[config.mk]
export PLATFORM = sky130hd
export DESIGN_NAME = sensor_calib_ctrl
export DESIGN_NICKNAME = d
export VERILOG_FILES = /design/src/rtl/sensor_calib_pkg.sv /design/src/rtl/sens_popcount_acc.sv /design/src/rtl/sensor_calib_ctrl.sv
export SDC_FILE = /design/constraint.sdc
export NUM_CORES = 1
export LEC_CHECK = 0
export ABC_AREA = 0
export BUFFER_PORTS_ARGS = -buffer_cell sky130_fd_sc_hd__clkbuf_2
export CAP_MARGIN = 10
export CORE_MARGIN = 5
export CORE_UTILIZATION = 35
export DETAILED_ROUTE_END_ITERATION = 10
export HOLD_SLACK_MARGIN = 0.15
export PLACE_DENSITY_LB_ADDON = 0.08
export SYNTH_ARGS = -nofsm -noshare
export SYNTH_HDL_FRONTEND = slang
export SYNTH_SLANG_ARGS = --single-unit
[constraint.sdc]
create_clock -name clk_i -period 5.4 [get_ports clk_i]
set_input_delay 0.54 -clock clk_i [delete_from_list [all_inputs] [get_ports clk_i]]
set_output_delay 0.54 -clock clk_i [all_outputs]
set_load 0.005 [all_outputs]
[src/rtl/sensor_calib_pkg.sv]
// Shared definitions for the delay-line sensor calibration controller.
// Holds the sweep FSM state type and the width and thermometer helpers
// used by sensor_calib_ctrl and sens_popcount_acc.
package sensor_calib_pkg;

  typedef enum logic [2:0] {
    StIdle,
    StApply,
    StSettle,
    StSample,
    StEval,
    StDone,
    StFail
  } calib_state_e;

  // Widest thermometer field the helper can produce.
  localparam int unsigned ThermMax = 256;

  // Ceiling log2, never less than 1 so it is always usable as a vector width.
  function automatic int unsigned clog2(input int unsigned v);
    int unsigned r;
    r = 0;
    while ((64'd1 << r) < 64'(v)) r++;
    if (r == 0) r = 1;
    return r;
  endfunction

  // n ones, LSB-first; callers size-cast the result down to their field width.
  function automatic logic [ThermMax-1:0] therm(input int unsigned n);
    logic [ThermMax-1:0] r;
    r = '0;
    for (int unsigned i = 0; i < ThermMax; i++) r[i] = (i < n);
    return r;
  endfunction

endpackage

[src/rtl/sens_popcount_acc.sv]
// Two-stage popcount pipeline with accumulator.
// Stage 1 registers the raw sensor word every cycle, stage 2 registers its
// Hamming weight, and the accumulator adds stage 2 while enabled.
// Ports:
//   clk    clock
//   rst_n  synchronous active-low reset
//   clr    clear the accumulator (has priority over en)
//   en     add the stage-2 popcount into the accumulator
//   sensor raw sensor word
//   acc    accumulated Hamming weight
module sens_popcount_acc
  import sensor_calib_pkg::*;
#(
  parameter int unsigned SENSOR_W   = 32,
  parameter int unsigned N_AVG_LOG2 = 4,
  localparam int unsigned PW        = clog2(SENSOR_W + 1),
  localparam int unsigned AW        = PW + N_AVG_LOG2
) (
  input  logic                clk,
  input  logic                rst_n,
  input  logic                clr,
  input  logic                en,
  input  logic [SENSOR_W-1:0] sensor,
  output logic [AW-1:0]       acc
);

  logic [SENSOR_W-1:0] sample_q;
  logic [PW-1:0]       pop_d;
  logic [PW-1:0]       pop_q;
  logic [AW-1:0]       acc_q;

  always_comb begin
    pop_d = '0;
    for (int unsigned i = 0; i < SENSOR_W; i++) pop_d = pop_d + PW'(sample_q[i]);
  end

  always_ff @(posedge clk) begin
    if (!rst_n) begin
      sample_q <= '0;
      pop_q    <= '0;
      acc_q    <= '0;
    end else begin
      sample_q <= sensor;
      pop_q    <= pop_d;
      if (clr) begin
        acc_q <= '0;
      end else if (en) begin
        acc_q <= acc_q + AW'(pop_q);
      end
    end
  end

  assign acc = acc_q;

endmodule

[src/rtl/sensor_calib_ctrl.sv]
// Delay-line sensor calibration controller.
// Sweeps the coarse (outer) and fine (inner) thermometer delay settings, averages
// 2^N_AVG_LOG2 sensor Hamming weights per setting and stops at the first setting
// whose average lies in [TARGET_LO, TARGET_HI]. On exhaustion the configuration
// is reloaded to all zeros and fail_o is raised.
// Ports:
//   clk_i         clock (aes_clk)
//   rst_n         synchronous active-low reset
//   start_i       one-cycle pulse starting a sweep (ignored unless idle)
//   sensor_i      raw sensor word
//   idc_idf_o     {fine thermometer, coarse thermometer} configuration
//   idc_idf_en_o  one-cycle load strobe for idc_idf_o
//   busy_o        sweep in progress
//   done_o        calibration hit (level, held until next start)
//   fail_o        sweep exhausted (level, held until next start)
//   coarse_cnt_o  ones in the coarse field
//   fine_cnt_o    ones in the fine field
//   avg_o         last evaluated average Hamming weight
module sensor_calib_ctrl
  import sensor_calib_pkg::*;
#(
  parameter int unsigned SENSOR_W    = 32,
  parameter int unsigned COARSE_BITS = 32,
  parameter int unsigned FINE_BITS   = 96,
  parameter int unsigned N_AVG_LOG2  = 4,
  parameter int unsigned SETTLE_CYC  = 16,
  parameter int unsigned TARGET_LO   = 12,
  parameter int unsigned TARGET_HI   = 20
) (
  input  logic                                clk_i,
  input  logic                                rst_n,
  input  logic                                start_i,
  input  logic [SENSOR_W-1:0]                 sensor_i,
  output logic [COARSE_BITS+FINE_BITS-1:0]    idc_idf_o,
  output logic                                idc_idf_en_o,
  output logic                                busy_o,
  output logic                                done_o,
  output logic                                fail_o,
  output logic [clog2(COARSE_BITS+1)-1:0]     coarse_cnt_o,
  output logic [clog2(FINE_BITS+1)-1:0]       fine_cnt_o,
  output logic [clog2(SENSOR_W+1)-1:0]        avg_o
);

  localparam int unsigned CW     = clog2(COARSE_BITS + 1);
  localparam int unsigned FW     = clog2(FINE_BITS + 1);
  localparam int unsigned PW     = clog2(SENSOR_W + 1);
  localparam int unsigned AW     = PW + N_AVG_LOG2;
  localparam int unsigned CfgW   = COARSE_BITS + FINE_BITS;
  // Sampling window plus two cycles of pipeline fill.
  localparam int unsigned SmpCyc = (1 << N_AVG_LOG2) + 2;
  localparam int unsigned SmpW   = clog2(SmpCyc);
  localparam int unsigned StW    = clog2(SETTLE_CYC + 1);

  localparam logic [CW-1:0]   CoarseMax  = CW'(COARSE_BITS);
  localparam logic [FW-1:0]   FineMax    = FW'(FINE_BITS);
  localparam logic [PW-1:0]   TgtLo      = PW'(TARGET_LO);
  localparam logic [PW-1:0]   TgtHi      = PW'(TARGET_HI);
  localparam logic [StW-1:0]  SettleLast = StW'(SETTLE_CYC - 1);
  localparam logic [SmpW-1:0] SmpLast    = SmpW'(SmpCyc - 1);
  localparam logic [SmpW-1:0] SmpFill    = SmpW'(2);

  calib_state_e    state_q;
  logic [CW-1:0]   coarse_q;
  logic [FW-1:0]   fine_q;
  logic [CfgW-1:0] cfg_q;
  logic            cfg_en_q;
  logic            busy_q;
  logic            done_q;
  logic            fail_q;
  logic [PW-1:0]   avg_q;
  logic [StW-1:0]  settle_cnt_q;
  logic [SmpW-1:0] samp_cnt_q;

  logic [CfgW-1:0] cfg_next;
  logic [AW-1:0]   acc;
  logic [PW-1:0]   avg_w;
  logic            acc_clr;
  logic            acc_en;

  always_comb begin
    cfg_next = {FINE_BITS'(therm(32'(fine_q))), COARSE_BITS'(therm(32'(coarse_q)))};
  end

  // Accumulator is cleared while entering SETTLE; it only adds once the
  // two pipeline stages hold samples taken inside SAMPLE.
  assign acc_clr = (state_q == StApply);
  assign acc_en  = (state_q == StSample) && (samp_cnt_q >= SmpFill);
  assign avg_w   = PW'(acc >> N_AVG_LOG2);

  sens_popcount_acc #(
    .SENSOR_W   (SENSOR_W),
    .N_AVG_LOG2 (N_AVG_LOG2)
  ) u_popcount_acc (
    .clk    (clk_i),
    .rst_n  (rst_n),
    .clr    (acc_clr),
    .en     (acc_en),
    .sensor (sensor_i),
    .acc    (acc)
  );

  always_ff @(posedge clk_i) begin
    if (!rst_n) begin
      state_q      <= StIdle;
      coarse_q     <= '0;
      fine_q       <= '0;
      cfg_q        <= '0;
      cfg_en_q     <= 1'b0;
      busy_q       <= 1'b0;
      done_q       <= 1'b0;
      fail_q       <= 1'b0;
      avg_q        <= '0;
      settle_cnt_q <= '0;
      samp_cnt_q   <= '0;
    end else begin
      cfg_en_q <= 1'b0;
      unique case (state_q)
        StIdle: begin
          if (start_i) begin
            coarse_q <= '0;
            fine_q   <= '0;
            done_q   <= 1'b0;
            fail_q   <= 1'b0;
            avg_q    <= '0;
            busy_q   <= 1'b1;
            state_q  <= StApply;
          end
        end
        StApply: begin
          cfg_q    <= cfg_next;
          cfg_en_q <= 1'b1;
          state_q  <= StSettle;
        end
        StSettle: begin
          if (settle_cnt_q == SettleLast) begin
            settle_cnt_q <= '0;
            samp_cnt_q   <= '0;
            state_q      <= StSample;
          end else begin
            settle_cnt_q <= settle_cnt_q + StW'(1);
          end
        end
        StSample: begin
          if (samp_cnt_q == SmpLast) begin
            state_q <= StEval;
          end else begin
            samp_cnt_q <= samp_cnt_q + SmpW'(1);
          end
        end
        StEval: begin
          avg_q <= avg_w;
          if ((avg_w >= TgtLo) && (avg_w <= TgtHi)) begin
            done_q  <= 1'b1;
            busy_q  <= 1'b0;
            state_q <= StDone;
          end else if ((coarse_q == CoarseMax) && (fine_q == FineMax)) begin
            // Park the sensor at the minimum delay after an unsuccessful sweep.
            coarse_q <= '0;
            fine_q   <= '0;
            cfg_q    <= '0;
            cfg_en_q <= 1'b1;
            fail_q   <= 1'b1;
            busy_q   <= 1'b0;
            state_q  <= StFail;
          end else begin
            if (fine_q == FineMax) begin
              fine_q   <= '0;
              coarse_q <= coarse_q + CW'(1);
            end else begin
              fine_q <= fine_q + FW'(1);
            end
            state_q <= StApply;
          end
        end
        StDone, StFail: begin
          state_q <= StIdle;
        end
        default: begin
          state_q <= StIdle;
        end
      endcase
    end
  end

  assign idc_idf_o    = cfg_q;
  assign idc_idf_en_o = cfg_en_q;
  assign busy_o       = busy_q;
  assign done_o       = done_q;
  assign fail_o       = fail_q;
  assign coarse_cnt_o = coarse_q;
  assign fine_cnt_o   = fine_q;
  assign avg_o        = avg_q;

endmodule

* Word-level counts from Yosys, hierarchy flattened
Cells that the tools add are included.
** Operators by class
- Magnitude comparators :: 131
- Bitwise operators :: 1
- Equal/unequal tests :: 17
- Reductions and logical operators :: 17
- Add/subtract/negate cells :: 36
- Muxes and demuxes :: 37
** Operators by type and width (count)
- two-way mux 128 bit :: 2
- one-hot mux 128 bit (2 select lines) :: 1
- less-than comparator 6 x 7 -> 1 bit, first input constant :: 32
- less-than comparator 7 bit, first input constant :: 32
- adder 6 x 1 -> 6 bit :: 30
- less-than comparator 5 x 7 -> 1 bit, first input constant :: 16
- less-than comparator 5 x 6 -> 1 bit, first input constant :: 16
- less-than comparator 4 x 7 -> 1 bit, first input constant :: 8
- less-than comparator 4 x 6 -> 1 bit, first input constant :: 8
- less-than comparator 3 x 7 -> 1 bit, first input constant :: 4
- two-way mux 7 bit :: 4
- less-than comparator 3 x 6 -> 1 bit, first input constant :: 4
- two-way mux 6 bit :: 4
- one-hot mux 6 bit (2 select lines) :: 2
- AND reduction 3 bit :: 6
- two-way mux 3 bit :: 5
- two-way mux 5 bit :: 3
- one-hot mux 3 bit (5 select lines) :: 1
- less-than comparator 1 x 7 -> 1 bit, first input constant :: 2
- less-than comparator 2 x 7 -> 1 bit, first input constant :: 2
- one-hot mux 7 bit (2 select lines) :: 1
- less-than comparator 1 x 6 -> 1 bit, first input constant :: 2
- less-than comparator 2 x 6 -> 1 bit, first input constant :: 2
- != test 2 bit, second input constant :: 6
- other kinds (27) :: 46
** Storage, ports and cells
- Output and inout bits :: 151
- Register bits after elaboration :: 212
- Bits of input ports :: 35

* Longest topological paths before layout
Gate-level depths: netlist of run 1.
- Word-level depth :: 31
- Mapped depth :: 17

* Modules after synthesis
From an unflattened synthesis of run 1, not the netlist that was laid out.
** Unflattened totals
- Cells, all modules :: 962
- Area total of the unflattened synthesis :: 9185.1 um^2
** Modules (own cells, without submodules)
- sensor_calib_ctrl :: sequential area each 3283.1 um^2, cells an instance 729, times used 1, area an instance 6713.9 um^2
- sens_popcount_acc :: sequential area each 960.9 um^2, cells an instance 233, times used 1, area an instance 2471.1 um^2

* Least setup slack after synthesis of run 1
No wires, ideal clock.
- Path type :: register to register
- Start :: register u_popcount_acc.sample_q[0]
- End :: register u_popcount_acc.pop_q[4]
- Library setup time :: 0.115 ns
- Arrival :: 4.805 ns
- Period minus slack after synthesis :: 4.920 ns
- Slack :: 0.480 ns
- Cell stages (with the launch flop) :: 18
- Cells stage by stage :: dfxtp_1 ha_1 inv_1 fa_1 inv_1 fa_1 fa_1 fa_1 fa_1 inv_1 fa_1 fa_1 fa_1 inv_1 a21o_1 a21oi_1 xnor2_1 and2_1
** Between the ends
- Longest elaborated chain between the ends :: 31
** RTL lines
- start: declaration :: RTL line sens_popcount_acc.sv:27 : logic [SENSOR_W-1:0] sample_q;
- start signal: assignment :: RTL line sens_popcount_acc.sv:43 : sample_q <= sensor;
- adder 1 x 1 -> 2 bit :: RTL line sens_popcount_acc.sv:34 : for (int unsigned i = 0; i < SENSOR_W; i++) pop_d = pop_d + PW'(sample_q[i]);
- adder 6 x 1 -> 6 bit (30 in a row) :: RTL line sens_popcount_acc.sv:34
- end signal: assignment :: RTL line sens_popcount_acc.sv:44 : pop_q <= pop_d;
- end: declaration :: RTL line sens_popcount_acc.sv:29 : logic [PW-1:0] pop_q;
No other way between the ends.
A chain may end at the register's enable or synchronous reset.

* Worst setup path after layout of run 1
Same ends and word-level chain as after synthesis.

==> results by group, run 1 <==
Worst hold path
  – Depth of the worst hold-timing path: 2
  – Class of the tightest hold or removal check: in -> reg

Clock tree
  – Number of buffers added for setup after CTS: 0
  – Inserted Clock Buffers: 25
  – Cells resized by post-CTS repair: 0
  – Cell at the root of the clock tree: clkbuf_16
  – Clock insertion delay at the later pin of the skew report: 0.53 ns
  – TritonCTS clock tree: yes
  – CTS HTree Levels: 1
  – Clock-pin slew on the worst setup and hold paths: 0.06 ns
  – Longest Clk Path Bufs: 3
  – Number of clock sinks: 212
  – Number of buffers added to fix hold violations after cts: 0

Critical path
  – Required time reported for the critical path endpoint: 5.82 ns
  – Flop2flop setup slack: 0.32 ns
  – Nature of the critical path startpoint: flip-flop
  – Largest fanout on the critical path: 2
  – Worst-case reg-to-reg path depth: 17
  – Crit Path Category: reg -> reg
  – Setup crit end kind: flip-flop
  – Arrival time at the worst endpoint: 5.50 ns

Floorplan
  – Overall die area: 29000 um2
  – Core area: 25300 um2
  – Horizontal die dimension: 170 um
  – Starting density of the core: 35.6%
  – # IOs: 186
  – Std-Cell Rows: 58
  – Die Ht: 170 um

Cells and area
  – Fraction of final layout cells with drive strength greater than 1: 22.3%
  – Number of antenna repair diodes: 0
  – Fill cell count: 2560
  – Area of the multi-input gates: 4330 um2
  – Sequential cell area: 4240 um2
  – Most common library cell in the layout ignoring fill and taps: dfxtp_1
  – Commonest non-fill, non-tap cells in the layout: dfxtp_1, clkbuf_2, nand2_1
  – Fin util: 43.6%
  – Area growth from synthesis to layout: 22.5%
  – Number of cells in the finished layout apart from fillers: 1480
  – Nets@finish: 1213

Pwr
  – Sequential Power Share: 41.2%
  – Leakage power of the design: 4.95 nW
  – VDD IR-drop max: 0.186 mV
  – Power spent charging and discharging nets: 1.07 mW
  – Internal power consumption: 2.90 mW
  – Clock power frac: 42.3%
  – Switching Share: 26.9%
  – Total power per unit cell area: 361 nW/um2
  – Pwr Total: 3.97 mW
  – Comb power frac: 16.6%

Logic synthesis
  – Avg Inst Size Synth: 9.29 um2
  – Top flip-flop cell by instance count after synthesis: dfxtp_1
  – Gate count of the mapped netlist: 967
  – Top post-synthesis cells by area: dfxtp_1, a22o_1, fa_1, nand2_1, ha_1
  – Area share of the leading cell type in the synthesized netlist: 47.3%
  – Count of flip-flops with a built-in enable after synthesis: 0
  – Area leader, netlist: dfxtp_1
  – Share of async-settable or async-resettable flops after synthesis: 0%
  – Distinct cell type count after synthesis: 67
  – Sequential element share of the synthesized area: 47.3%
  – Number of synthesized register bits: 212
  – Number of warnings issued by yosys: 0
  – Synthesized netlist net count: 1049
  – Area of the mapped netlist: 8980 um2

Global routing
  – Final global-route overflow total: 0
  – GRT Resource Usage Total: 16.9%
  – Maximum number of pins on one net before global-route repair: 112
  – Global-route wire length before repair: 40200 um
  – Vias in the first global route: 7132
  – Initial antenna violation count: 0

Detailed routing
  – Via count normalized by instance count: 4.87
  – Remaining design rule violation count: 0
  – Number of iterations in the first detailed-routing pass: 4
  – Via total after detailed routing: 7203
  – Average routed wire per standard cell: 17.0 um
  – Aggregate routed wire length: 25200 um
  – Number of antenna-violating nets in the routed design: 0
  – Iteration-0 DRC count of the detailed router: 450

Timing
  – Number of hold violations in the final report: 0
  – Clock period minus worst slack: 5.08 ns
  – Maximum achievable frequency: 197 MHz
  – Setup repair after global routing missed its margin: false
  – Max Slew Vio Count: 0
  – Final setup skew: 0.0192 ns
  – Final number of setup-violating endpoints: 0
  – Final setup TNS: 0 ns
  – Post-route worst setup slack: 0.316 ns
  – Final clock period utilization by the worst path: 94.2%
  – Worst relative slew slack: 20.2%
  – Pin slew with the least headroom to its limit: 1.20 ns

Job
  – Count of max-cap constraint violations: 0

Place
  – Routability-driven placement congestion ratio: 0.772
  – DP Worst Slack: 0.279 ns
  – Count of placed standard cells including taps: 1433
  – Detailed Place HPWL: 17600 um
  – Total of buffers placed on input and output ports: 185

Outcome
  – Status: finished, final reports clean
-- worst paths after layout --
path	endpoint	from
max	u_popcount_acc.pop_q[4]$_SDFF_PN0_	u_popcount_acc.sample_q[0]$_SDFF_PN0_
min	u_popcount_acc.sample_q[26]$_SDFF_PN0_	sensor_i[26]
max reg2reg	u_popcount_acc.pop_q[4]$_SDFF_PN0_	u_popcount_acc.sample_q[0]$_SDFF_PN0_
min reg2reg	idc_idf_o[87]$_SDFFE_PN0P_	idc_idf_o[87]$_SDFFE_PN0P_
-- cells in the mapped netlist (10+ instances only) --
| master | number |
|---|---|
| a21o_1 | 29 |
| nand2_1 | 133 |
| buf_2 | 16 |
| nand3_1 | 31 |
| clkbuf_1 | 39 |
| xnor2_1 | 13 |
| nor3_1 | 15 |
| nand2b_1 | 10 |
| nor2_1 | 55 |
| dfxtp_1 | 212 |
| fa_1 | 25 |
| a21oi_1 | 38 |
| ha_1 | 22 |
| and2_1 | 42 |
| o21ai_0 | 54 |
| a22o_1 | 59 |
| nor2b_1 | 15 |
| inv_1 | 48 |
-- sequential cells by signal (all words and copies together), names as in the netlist --
signal and flops:
idc_idf_o 128, state_q 3, coarse_cnt_o 6, idc_idf_en_o 1, u_popcount_acc.sample_q 32, u_popcount_acc.pop_q 6, fine_cnt_o 7, fail_o 1
avg_o 6, settle_cnt_q 5, samp_cnt_q 5, busy_o 1, u_popcount_acc.acc 10, done_o 1
-- layer usage --
metal / up-vias / global-route usage [%] / share of wire [%]
li1: 3667 / - / -
met1: 3345 / 24.1 / 48
met2: 160 / 26.1 / 44
met3: 31 / 4.00 / 6.5
met4: 0 / 4.06 / 1.8
met5: - / 0 / 0
-- through the flow --
stage               hold slack (ns)  instance area (um2)
detailed placement            0.430                10200
global placement              0.425                10200
global route                  0.194                11000
floorplan                     0.410                 8980
CTS                           0.198                11000
finish                        0.221                11000
-- cells by family after synthesis --
group / share of synthesized area, %
AND/OR/NAND/NOR: 18.5
AO/OA/AOI/OAI: 18.7
flip-flops: 47.3
buffers and inverters: 4.74
adder cells (fa/ha/maj): 8.64
XOR/XNOR: 1.95
multiplexers: 0.223
-- cell type report --
| cell class | instances | area share (%) |
|---|---|---|
| clock buffer | 32 | 6.20 |
| clock inverter | 14 | 1.33 |
| inverter | 48 | 1.64 |
| multi-input combinational | 648 | 39.4 |
| sequential | 212 | 38.6 |
| tap | 330 | 3.75 |
| timing repair buffer | 196 | 9.14 |
-- critical path: stages (launching register included) --
cell and delay, ns:
dfxtp_1 0.30, ha_1 0.26, inv_1 0.05, fa_1 0.47, inv_1 0.05, fa_1 0.49, fa_1 0.55, fa_1 0.44
fa_1 0.51, inv_1 0.05, fa_1 0.44, fa_1 0.42, fa_1 0.41, inv_1 0.07, a21o_1 0.10, a21oi_1 0.07
xnor2_1 0.12, and2_1 0.15
-- power by group through the flow --
stage | clock network (mW) | logic [mW] | registers [mW]
after detailed placement | 0 | 0.678 | 1.67
after global placement | 0 | 0.659 | 1.67
after floorplan | 0 | 0.545 | 1.66
after CTS | 1.74 | 0.681 | 1.64
final | 1.68 | 0.658 | 1.64
after global routing | 1.81 | 0.779 | 1.64
Power figures use the tool's default switching activity.
==> run 2, diff against run 1 <==
--- a/config.mk
+++ b/config.mk
@@ -12,7 +12,7 @@
 export CORE_UTILIZATION = 35
 export DETAILED_ROUTE_END_ITERATION = 10
 export HOLD_SLACK_MARGIN = 0.15
-export PLACE_DENSITY_LB_ADDON = 0.08
+export MAX_ROUTING_LAYER = met4
 export SYNTH_ARGS = -nofsm -noshare
 export SYNTH_HDL_FRONTEND = slang
 export SYNTH_SLANG_ARGS = --single-unit
==> constraint.sdc (replaced) <==
create_clock -name clk_i -period 6.1 [get_ports clk_i]
set_input_delay 0.61 -clock clk_i [delete_from_list [all_inputs] [get_ports clk_i]]
set_output_delay 0.61 -clock clk_i [all_outputs]
set_load 0.005 [all_outputs]
==> run 2 against run 1 <==
Worst setup slack better by 0.70 ns. Die area unchanged. Fmax about the same. Non-clock buffer count down 3. Highest routed layer unchanged. Critical path type unchanged. Largest cell class unchanged. Core utilization down 0.20 points. Critical endpoint unchanged. Worst hold slack better by 0.080 ns. Final area down 0.46%. Final cell count down 0.41%. Combinational power down 11%. First-iteration DRC count up 32%.
==> results by group, run 2 (synthesis gave the netlist of run 1 again) <==
Place
  – Detailed Place HPWL: 16800 um (was 17600 um)
  – Routability-driven placement congestion ratio: 0.811 (was 0.772)
  – Total of buffers placed on input and output ports: 185 (unchanged)

Critical path
  – CP cell instances: ha_1, inv_1, fa_1, inv_1, fa_1, fa_1, fa_1, fa_1, inv_1, fa_1, fa_1, fa_1, inv_1, a21o_1, a21oi_1, xnor2_1, and2_1 (unchanged)
  – Bufs and invs on worst path: 4 (unchanged)
  – Nature of the critical path startpoint: flip-flop (unchanged)
  – Library cell appearing most often on the critical path: fa_1 (unchanged)
  – Cell with the largest stage delay on the worst path: fa_1 (unchanged)
  – Largest stage delay on the critical path: 0.56 ns (was 0.55 ns)
  – Largest fanout on the critical path: 2 (unchanged)
  – Required time reported for the critical path endpoint: 6.50 ns (was 5.82 ns)
  – Arrival time at the worst endpoint: 5.49 ns (was 5.50 ns)
  – CP delay by family, top: adder cells (unchanged)
  – Crit Path Category: reg -> reg (unchanged)
  – Setup crit end kind: flip-flop (unchanged)

Timing
  – Max Slew Vio Count: 0 (unchanged)
  – Worst relative slew slack: 21.0% (was 20.2%)
  – Final clock period utilization by the worst path: 83.3% (was 94.2%)
  – Final setup skew: 0.0244 ns (was 0.0192 ns)
  – Pin slew with the least headroom to its limit: 1.18 ns (was 1.20 ns)
  – Setup repair after global routing missed its margin: false (unchanged)
  – Worst hold slack across all endpoints: 0.302 ns (was 0.221 ns)
  – Number of hold violations in the final report: 0 (unchanged)
  – Final number of setup-violating endpoints: 0 (unchanged)
  – Final setup TNS: 0 ns (unchanged)
  – Clock period minus worst slack: 5.08 ns (about the same)
  – Maximum achievable frequency: 197 MHz (about the same)

Detailed routing
  – Via total after detailed routing: 7432 (was 7203)
  – Iteration-0 DRC count of the detailed router: 596 (was 450)
  – Average routed wire per standard cell: 16.2 um (was 17.0 um)
  – Number of iterations in the first detailed-routing pass: 5 (was 4)
  – Aggregate routed wire length: 23900 um (was 25200 um)
  – Number of antenna-violating nets in the routed design: 0 (unchanged)
  – Via count normalized by instance count: 5.04 (was 4.87)
  – Remaining design rule violation count: 0 (unchanged)

Pwr
  – VDD IR-drop max: 0.200 mV (was 0.186 mV)
  – Internal power consumption: 2.57 mW (was 2.90 mW)
  – Switching Share: 26.4% (was 26.9%)
  – Total power per unit cell area: 319 nW/um2 (was 361 nW/um2)
  – Power spent charging and discharging nets: 0.923 mW (was 1.07 mW)
  – Sequential Power Share: 41.3% (was 41.2%)
  – Pwr Total: 3.49 mW (was 3.97 mW)
  – Clock power frac: 41.8% (was 42.3%)
  – Leakage power of the design: 4.93 nW (was 4.95 nW)
  – Comb power frac: 16.8% (was 16.6%)

Clock tree
  – Number of clock sinks: 212 (unchanged)
  – TritonCTS clock tree: yes (unchanged)
  – Cells resized by post-CTS repair: 0 (unchanged)
  – Longest Clk Path Bufs: 3 (unchanged)
  – Clock insertion delay at the later pin of the skew report: 0.52 ns (was 0.53 ns)
  – Number of buffers added for setup after CTS: 0 (unchanged)
  – Number of buffers added to fix hold violations after cts: 0 (unchanged)
  – CTS HTree Levels: 1 (unchanged)
  – Clock-pin slew on the worst setup and hold paths: 0.06 ns (about the same)
  – Inserted Clock Buffers: 24 (was 25)
  – Cell at the root of the clock tree: clkbuf_16 (unchanged)

Cells and area
  – Commonest non-fill, non-tap cells in the layout: dfxtp_1, clkbuf_2, nand2_1 (unchanged)
  – Area growth from synthesis to layout: 22.0% (was 22.5%)
  – Number of antenna repair diodes: 0 (unchanged)
  – Fraction of final layout cells with drive strength greater than 1: 21.7% (was 22.3%)
  – Flip-flop count of the largest register, all copies and words added: 128 (unchanged)
  – Most common library cell in the layout ignoring fill and taps: dfxtp_1 (unchanged)
  – Nets@finish: 1209 (was 1213)
  – Fill cell count: 2523 (was 2560)

Floorplan
  – Std-Cell Rows: 58 (unchanged)
  – Starting density of the core: 35.6% (unchanged)
  – Die Ht: 170 um (unchanged)
  – Core area: 25300 um2 (unchanged)
  – # IOs: 186 (unchanged)
  – Overall die area: 29000 um2 (unchanged)
  – Horizontal die dimension: 170 um (unchanged)

Global routing
  – Final global-route overflow total: 0 (unchanged)
  – Initial antenna violation count: 0 (unchanged)
  – Global-route wire length before repair: 38200 um (was 40200 um)
  – GRT Resource Usage Total: 16.4% (was 16.9%)
  – Maximum number of pins on one net before global-route repair: 100 (was 112)
  – Vias in the first global route: 7246 (was 7132)

Job
  – Count of max-cap constraint violations: 0 (unchanged)

Worst hold path
  – Class of the tightest hold or removal check: in -> reg (unchanged)

Outcome
  – Status: finished, final reports clean (unchanged)
==> run 2: worst paths after layout <==
| kind | from | end | slack, ns | depth (start not counted) |
|---|---|---|---|---|
| worst max-delay path | u_popcount_acc.sample_q[0]$_SDFF_PN0_ | u_popcount_acc.pop_q[4]$_SDFF_PN0_ | 1.02 | 17 |
| worst min-delay path | sensor_i[18] | u_popcount_acc.sample_q[18]$_SDFF_PN0_ | 0.30 | 2 |
| worst max register to register | u_popcount_acc.sample_q[0]$_SDFF_PN0_ | u_popcount_acc.pop_q[4]$_SDFF_PN0_ | 1.02 | 17 |
| worst min register to register | idc_idf_o[10]$_SDFFE_PN0P_ | idc_idf_o[10]$_SDFFE_PN0P_ | 0.44 | 2 |
==> run 2: cell type report <==
type / count / area [um2] / share of cell area [%]
Inverter: 48 / 180 / 1.65
Clock inverter: 11 / 151 / 1.38
Sequential cell: 212 / 4240 / 38.8
Tap cell: 330 / 413 / 3.77
Multi-Input combinational cell: 648 / 4330 / 39.5
Timing Repair Buffer: 193 / 986 / 9.00
Clock buffer: 32 / 651 / 5.94
==> run 2: stage by stage <==
| step | area, um2 | instances | setup slack, ns | utilization (%) |
|---|---|---|---|---|
| after floorplan | 8980 | 967 | 1.18 | - |
| after global placement | 10100 | 1431 | 1.04 | 40.2 |
| after detailed placement | 10100 | 1431 | 0.984 | 40.2 |
| after CTS | 11000 | 1474 | 0.966 | 43.4 |
| after global routing | 11000 | 1474 | 0.810 | 43.4 |
| final | 11000 | 1474 | 1.02 | 43.4 |
==> run 2: power groups by stage <==
stage	sequential, mW	combinational [mW]	clock [mW]
after floorplan	1.47	0.482	0
after global placement	1.47	0.573	0
after detailed placement	1.47	0.603	0
after CTS	1.44	0.604	1.50
after global routing	1.45	0.705	1.56
final	1.44	0.588	1.46
==> run 2: metal layers <==
layer	vias up	routed length (um)	GRT usage [%]	share of wire, %
li1	3663	-	-	-
met1	3527	10900	21.7	46
met2	212	11000	25.7	46
met3	30	1610	3.67	6.7
met4	0	451	3.82	1.9
met5	-	0	-	0
==> run 3, diff against run 2 <==
--- a/config.mk
+++ b/config.mk
@@ -5,7 +5,7 @@
 export SDC_FILE = /design/constraint.sdc
 export NUM_CORES = 1
 export LEC_CHECK = 0
-export ABC_AREA = 0
+export ABC_AREA = 1
 export BUFFER_PORTS_ARGS = -buffer_cell sky130_fd_sc_hd__clkbuf_2
 export CAP_MARGIN = 10
 export CORE_MARGIN = 5
==> constraint.sdc (replaced) <==
create_clock -name clk_i -period 4.8 [get_ports clk_i]
set_input_delay 0.48 -clock clk_i [delete_from_list [all_inputs] [get_ports clk_i]]
set_output_delay 0.48 -clock clk_i [all_outputs]
set_load 0.005 [all_outputs]
==> run 3 against run 2 <==
The flow now finishes with violations (negative setup slack). Total power increased by 59%. Synthesized area increased by 8.4%. Largest power group is now registers. Final area increased by 9.3%. Sequential power increased by 41%. Final cell count increased by 22%. Register-to-register slack got worse by 1.1 ns. Clock skew decreased by 0.011 ns.
==> results by group, run 3 <==
Logic synthesis
  – Area leader, netlist: dfxtp_1 (unchanged)
  – Post-synth top cells: nand2_1, dfxtp_1, inv_1 (was dfxtp_1, nand2_1, a22o_1)
  – Top flip-flop cell by instance count after synthesis: dfxtp_1 (unchanged)
  – Distinct cell type count after synthesis: 41 (was 67)
  – Gate count of the mapped netlist: 1208 (was 967)
  – Count of flip-flops with a built-in enable after synthesis: 0 (unchanged)
  – Number of warnings issued by yosys: 0 (unchanged)
  – Area of the mapped netlist: 9730 um2 (was 8980 um2)
  – Cell with the most instances after synthesis: nand2_1 (was dfxtp_1)
  – Sequential element share of the synthesized area: 43.6% (was 47.3%)
  – Share of async-settable or async-resettable flops after synthesis: 0% (unchanged)
  – Area share of the leading cell type in the synthesized netlist: 43.6% (was 47.3%)
  – Number of synthesized register bits: 212 (unchanged)
  – Synthesized netlist net count: 1290 (was 1049)
  – Top post-synthesis cells by area: dfxtp_1, nand2_1, a21oi_2, fa_1, o21ai_0 (was dfxtp_1, a22o_1, fa_1, nand2_1, ha_1)
  – Avg Inst Size Synth: 8.06 um2 (was 9.29 um2)

Clock tree
  – CTS HTree Levels: 1 (unchanged)
  – Cell at the root of the clock tree: clkbuf_16 (unchanged)
  – Longest Clk Path Bufs: 3 (unchanged)
  – Clock-pin slew on the worst setup and hold paths: 0.06 ns (about the same)
  – Inserted Clock Buffers: 24 (unchanged)
  – Number of clock sinks: 212 (unchanged)
  – Clock insertion delay at the later pin of the skew report: 0.52 ns (about the same)
  – TritonCTS clock tree: yes (unchanged)

Timing
  – Post-route worst setup slack: -0.0598 ns (was 1.02 ns)
  – Number of hold violations in the final report: 0 (unchanged)
  – Maximum achievable frequency: 206 MHz (was 197 MHz)
  – Final clock period utilization by the worst path: 101% (was 83.3%)
  – Pin slew with the least headroom to its limit: 1.16 ns (was 1.18 ns)
  – Final setup skew: 0.0129 ns (was 0.0244 ns)
  – Max Slew Vio Count: 0 (unchanged)
  – Worst relative slew slack: 22.7% (was 21.0%)
  – Clock period minus worst slack: 4.86 ns (was 5.08 ns)
  – Final setup TNS: -0.114 ns (was 0 ns)
  – Final number of setup-violating endpoints: 2 (was 0)
  – Setup repair after global routing missed its margin: true (was false)

Critical path
  – Largest fanout on the critical path: 2 (unchanged)
  – Reg2Reg Launch Point: u_popcount_acc.sample_q[1]$_SDFF_PN0_ (was u_popcount_acc.sample_q[0]$_SDFF_PN0_)
  – Arrival time at the worst endpoint: 5.31 ns (was 5.49 ns)
  – Crit Path Category: reg -> reg (unchanged)
  – Setup crit end kind: flip-flop (unchanged)
  – Destination of the worst register-to-register timing path: u_popcount_acc.pop_q[2]$_SDFF_PN0_ (was u_popcount_acc.pop_q[4]$_SDFF_PN0_)
  – Cell with the largest stage delay on the worst path: fa_2 (was fa_1)
  – Largest stage delay on the critical path: 0.54 ns (was 0.56 ns)
  – Worst-case reg-to-reg path depth: 18 (was 17)
  – CP cell instances: ha_4, inv_2, fa_1, inv_1, fa_2, fa_2, fa_1, fa_1, inv_1, fa_1, fa_2, fa_2, inv_2, buf_4, buf_6, buf_6, o21ai_1, a21oi_1 (was ha_1, inv_1, fa_1, inv_1, fa_1, fa_1, fa_1, fa_1, inv_1, fa_1, fa_1, fa_1, inv_1, a21o_1, a21oi_1, xnor2_1, and2_1)
  – Flop2flop setup slack: -0.06 ns (was 1.02 ns)
  – Required time reported for the critical path endpoint: 5.25 ns (was 6.50 ns)
  – Nature of the critical path startpoint: flip-flop (unchanged)

Global routing
  – Vias in the first global route: 8191 (was 7246)
  – Layer with the highest usage after global routing: met2 (unchanged)
  – GR Layer Usage met2: 27.8% (was 25.7%)
  – Final global-route overflow total: 0 (unchanged)
  – GR met1 Demand/Resource: 23.5% (was 21.7%)
  – Global-route wire length before repair: 43800 um (was 38200 um)
  – GRT Resource Usage Total: 17.5% (was 16.4%)
  – Maximum number of pins on one net before global-route repair: 133 (was 100)
  – Global routing usage on met3: 4.04% (was 3.67%)
  – Initial antenna violation count: 0 (unchanged)

Worst hold path
  – Class of the tightest hold or removal check: in -> reg (unchanged)
  – Source of the worst hold timing path: sensor_i[2] (was sensor_i[18])
  – Depth of the worst hold-timing path: 3 (was 2)
  – Endpoint of the worst hold-timing path: u_popcount_acc.sample_q[2]$_SDFF_PN0_ (was u_popcount_acc.sample_q[18]$_SDFF_PN0_)

Cells and area
  – Fin util: 43.3% (was 43.4%)
  – Commonest non-fill, non-tap cells in the layout: nand2_1, dfxtp_1, clkbuf_2 (was dfxtp_1, clkbuf_2, nand2_1)
  – Nets@finish: 1484 (was 1209)
  – Most common library cell in the layout ignoring fill and taps: nand2_1 (was dfxtp_1)
  – Fraction of final layout cells with drive strength greater than 1: 28.2% (was 21.7%)
  – Area growth from synthesis to layout: 23.0% (was 22.0%)
  – Number of antenna repair diodes: 0 (unchanged)
  – Flip-flop count of the largest register, all copies and words added: 128 (unchanged)
  – Final design area excluding fillers: 12000 um2 (was 11000 um2)

Place
  – Detailed Place HPWL: 19100 um (was 16800 um)
  – Routability-driven placement congestion ratio: 0.828 (was 0.811)
  – Total of buffers placed on input and output ports: 185 (unchanged)
  – Cell area after placement: 10900 um2 (was 10100 um2)

Detailed routing
  – Average routed wire per standard cell: 15.3 um (was 16.2 um)
  – Iteration-0 DRC count of the detailed router: 468 (was 596)
  – Remaining design rule violation count: 0 (unchanged)
  – Via count normalized by instance count: 4.72 (was 5.04)
  – Via total after detailed routing: 8472 (was 7432)
  – Aggregate routed wire length: 27400 um (was 23900 um)
  – Number of antenna-violating nets in the routed design: 0 (unchanged)
  – Number of iterations in the first detailed-routing pass: 7 (was 5)

Floorplan
  – Std-Cell Rows: 61 (was 58)
  – Core area: 27600 um2 (was 25300 um2)
  – Overall die area: 31200 um2 (was 29000 um2)
  – Die Ht: 177 um (was 170 um)
  – # IOs: 186 (unchanged)
  – Starting density of the core: 35.2% (was 35.6%)
  – Horizontal die dimension: 177 um (was 170 um)

Pwr
  – Total power per unit cell area: 463 nW/um2 (was 319 nW/um2)
  – VDD IR-drop max: 0.399 mV (was 0.200 mV)
  – Leakage power of the design: 5.24 nW (was 4.93 nW)

Outcome
  – Failing checks: negative setup slack
  – Status: finished with violations (was finished, final reports clean)

Job
  – Count of max-cap constraint violations: 0 (unchanged)
## run 3: cell types whose count changed in the layout (fill, tap and decap cells not counted), moves of 15 or more
cell           previous run  this run
nand2_1                 133       240
inv_1                    48       126
a21oi_2                   1        72
nand2_2                   0        66
a22o_1                   59         0
a21oi_1                  38        96
o21ai_0                  53        97
and2_1                   42         0
nor2_1                   55        90
a21o_1                   29         1
dlygate4sd3_1             0        24
nor2b_1                  15         0
## run 3: critical path, delay by kind of cell, from the launching register on
| family | cells | cell delay, ns |
|---|---|---|
| AO/OA/AOI/OAI | 2 | 0.19 |
| buffers and inverters | 7 | 0.45 |
| flip-flops | 1 | 0.33 |
| adder cells (fa/ha/maj) | 9 | 3.86 |
## run 3: layout make-up
class | count | area (um2)
Clock buffer | 37 | 761
Clock inverter | 5 | 28.8
Fill cell | 2848 | 15700
Inverter | 137 | 519
Multi-Input combinational cell | 810 | 4700
Sequential cell | 212 | 4250
Tap cell | 378 | 473
Timing Repair Buffer | 217 | 1240
## run 3: cell families (layout without fill, tap and decap cells)
| logic type | Yosys count | after routing | synth area share [%] |
|---|---|---|---|
| AOI/OAI and AO/OA | 287 | 287 | 17.9 |
| xor gates and xnor gates | 8 | 8 | 0.720 |
| adders and majority gates | 47 | 47 | 7.97 |
| buffers and inverters | 186 | 396 | 8.41 |
| DFF | 212 | 212 | 43.6 |
| and+or+nand+nor | 468 | 468 | 21.4 |
## run 3: worst max-delay path by stage
stage	to	cells past startpoint	start
global route	u_popcount_acc.pop_q[4]$_SDFF_PN0_	18	u_popcount_acc.sample_q[0]$_SDFF_PN0_
floorplan	u_popcount_acc.pop_q[4]$_SDFF_PN0_	18	u_popcount_acc.sample_q[0]$_SDFF_PN0_
CTS	u_popcount_acc.pop_q[4]$_SDFF_PN0_	18	u_popcount_acc.sample_q[0]$_SDFF_PN0_
global placement	u_popcount_acc.pop_q[4]$_SDFF_PN0_	18	u_popcount_acc.sample_q[0]$_SDFF_PN0_
detailed placement	u_popcount_acc.pop_q[4]$_SDFF_PN0_	18	u_popcount_acc.sample_q[0]$_SDFF_PN0_
finish	u_popcount_acc.pop_q[2]$_SDFF_PN0_	18	u_popcount_acc.sample_q[1]$_SDFF_PN0_
## run 3: report_power, final
part	internal, mW	total, mW	switching (mW)
sequential	1.91	2.03	0.118
clock	1.08	1.81	0.730
combinational	0.602	1.70	1.09
total	3.60	5.54	1.94
## run 3: metrics by stage
stage / setup WS, ns / std cells / hold WS [ns] / total power [mW]
after floorplan: 0.0326 / 1208 / 0.429 / 3.32
after global placement: -0.107 / 1728 / 0.435 / 3.65
after detailed placement: -0.212 / 1728 / 0.443 / 3.67
after CTS: -0.0808 / 1795 / 0.153 / 5.55
after global routing: -0.245 / 1796 / 0.174 / 5.90
final: -0.0598 / 1796 / 0.164 / 5.54
## run 3: repair_timing
| action | CTS | global route |
|---|---|---|
| pin swaps | 7 | 5 |
| gates resized for setup | 4 | 12 |
| endpoints found under the setup margin | 2 | 5 |
| endpoints found under the hold margin | 24 | 0 |
| hold buffers | 24 | 0 |
| buffers inserted | 1 | 2 |
## run 3: per-layer routing
metal  wire length [um]  share of wire [%]  up-vias
li1                   -                  -     4289
met4                347                1.3        0
met1              12600                 46     3902
met3               2150                7.8       32
met5                  0                  0        -
met2              12300                 45      249
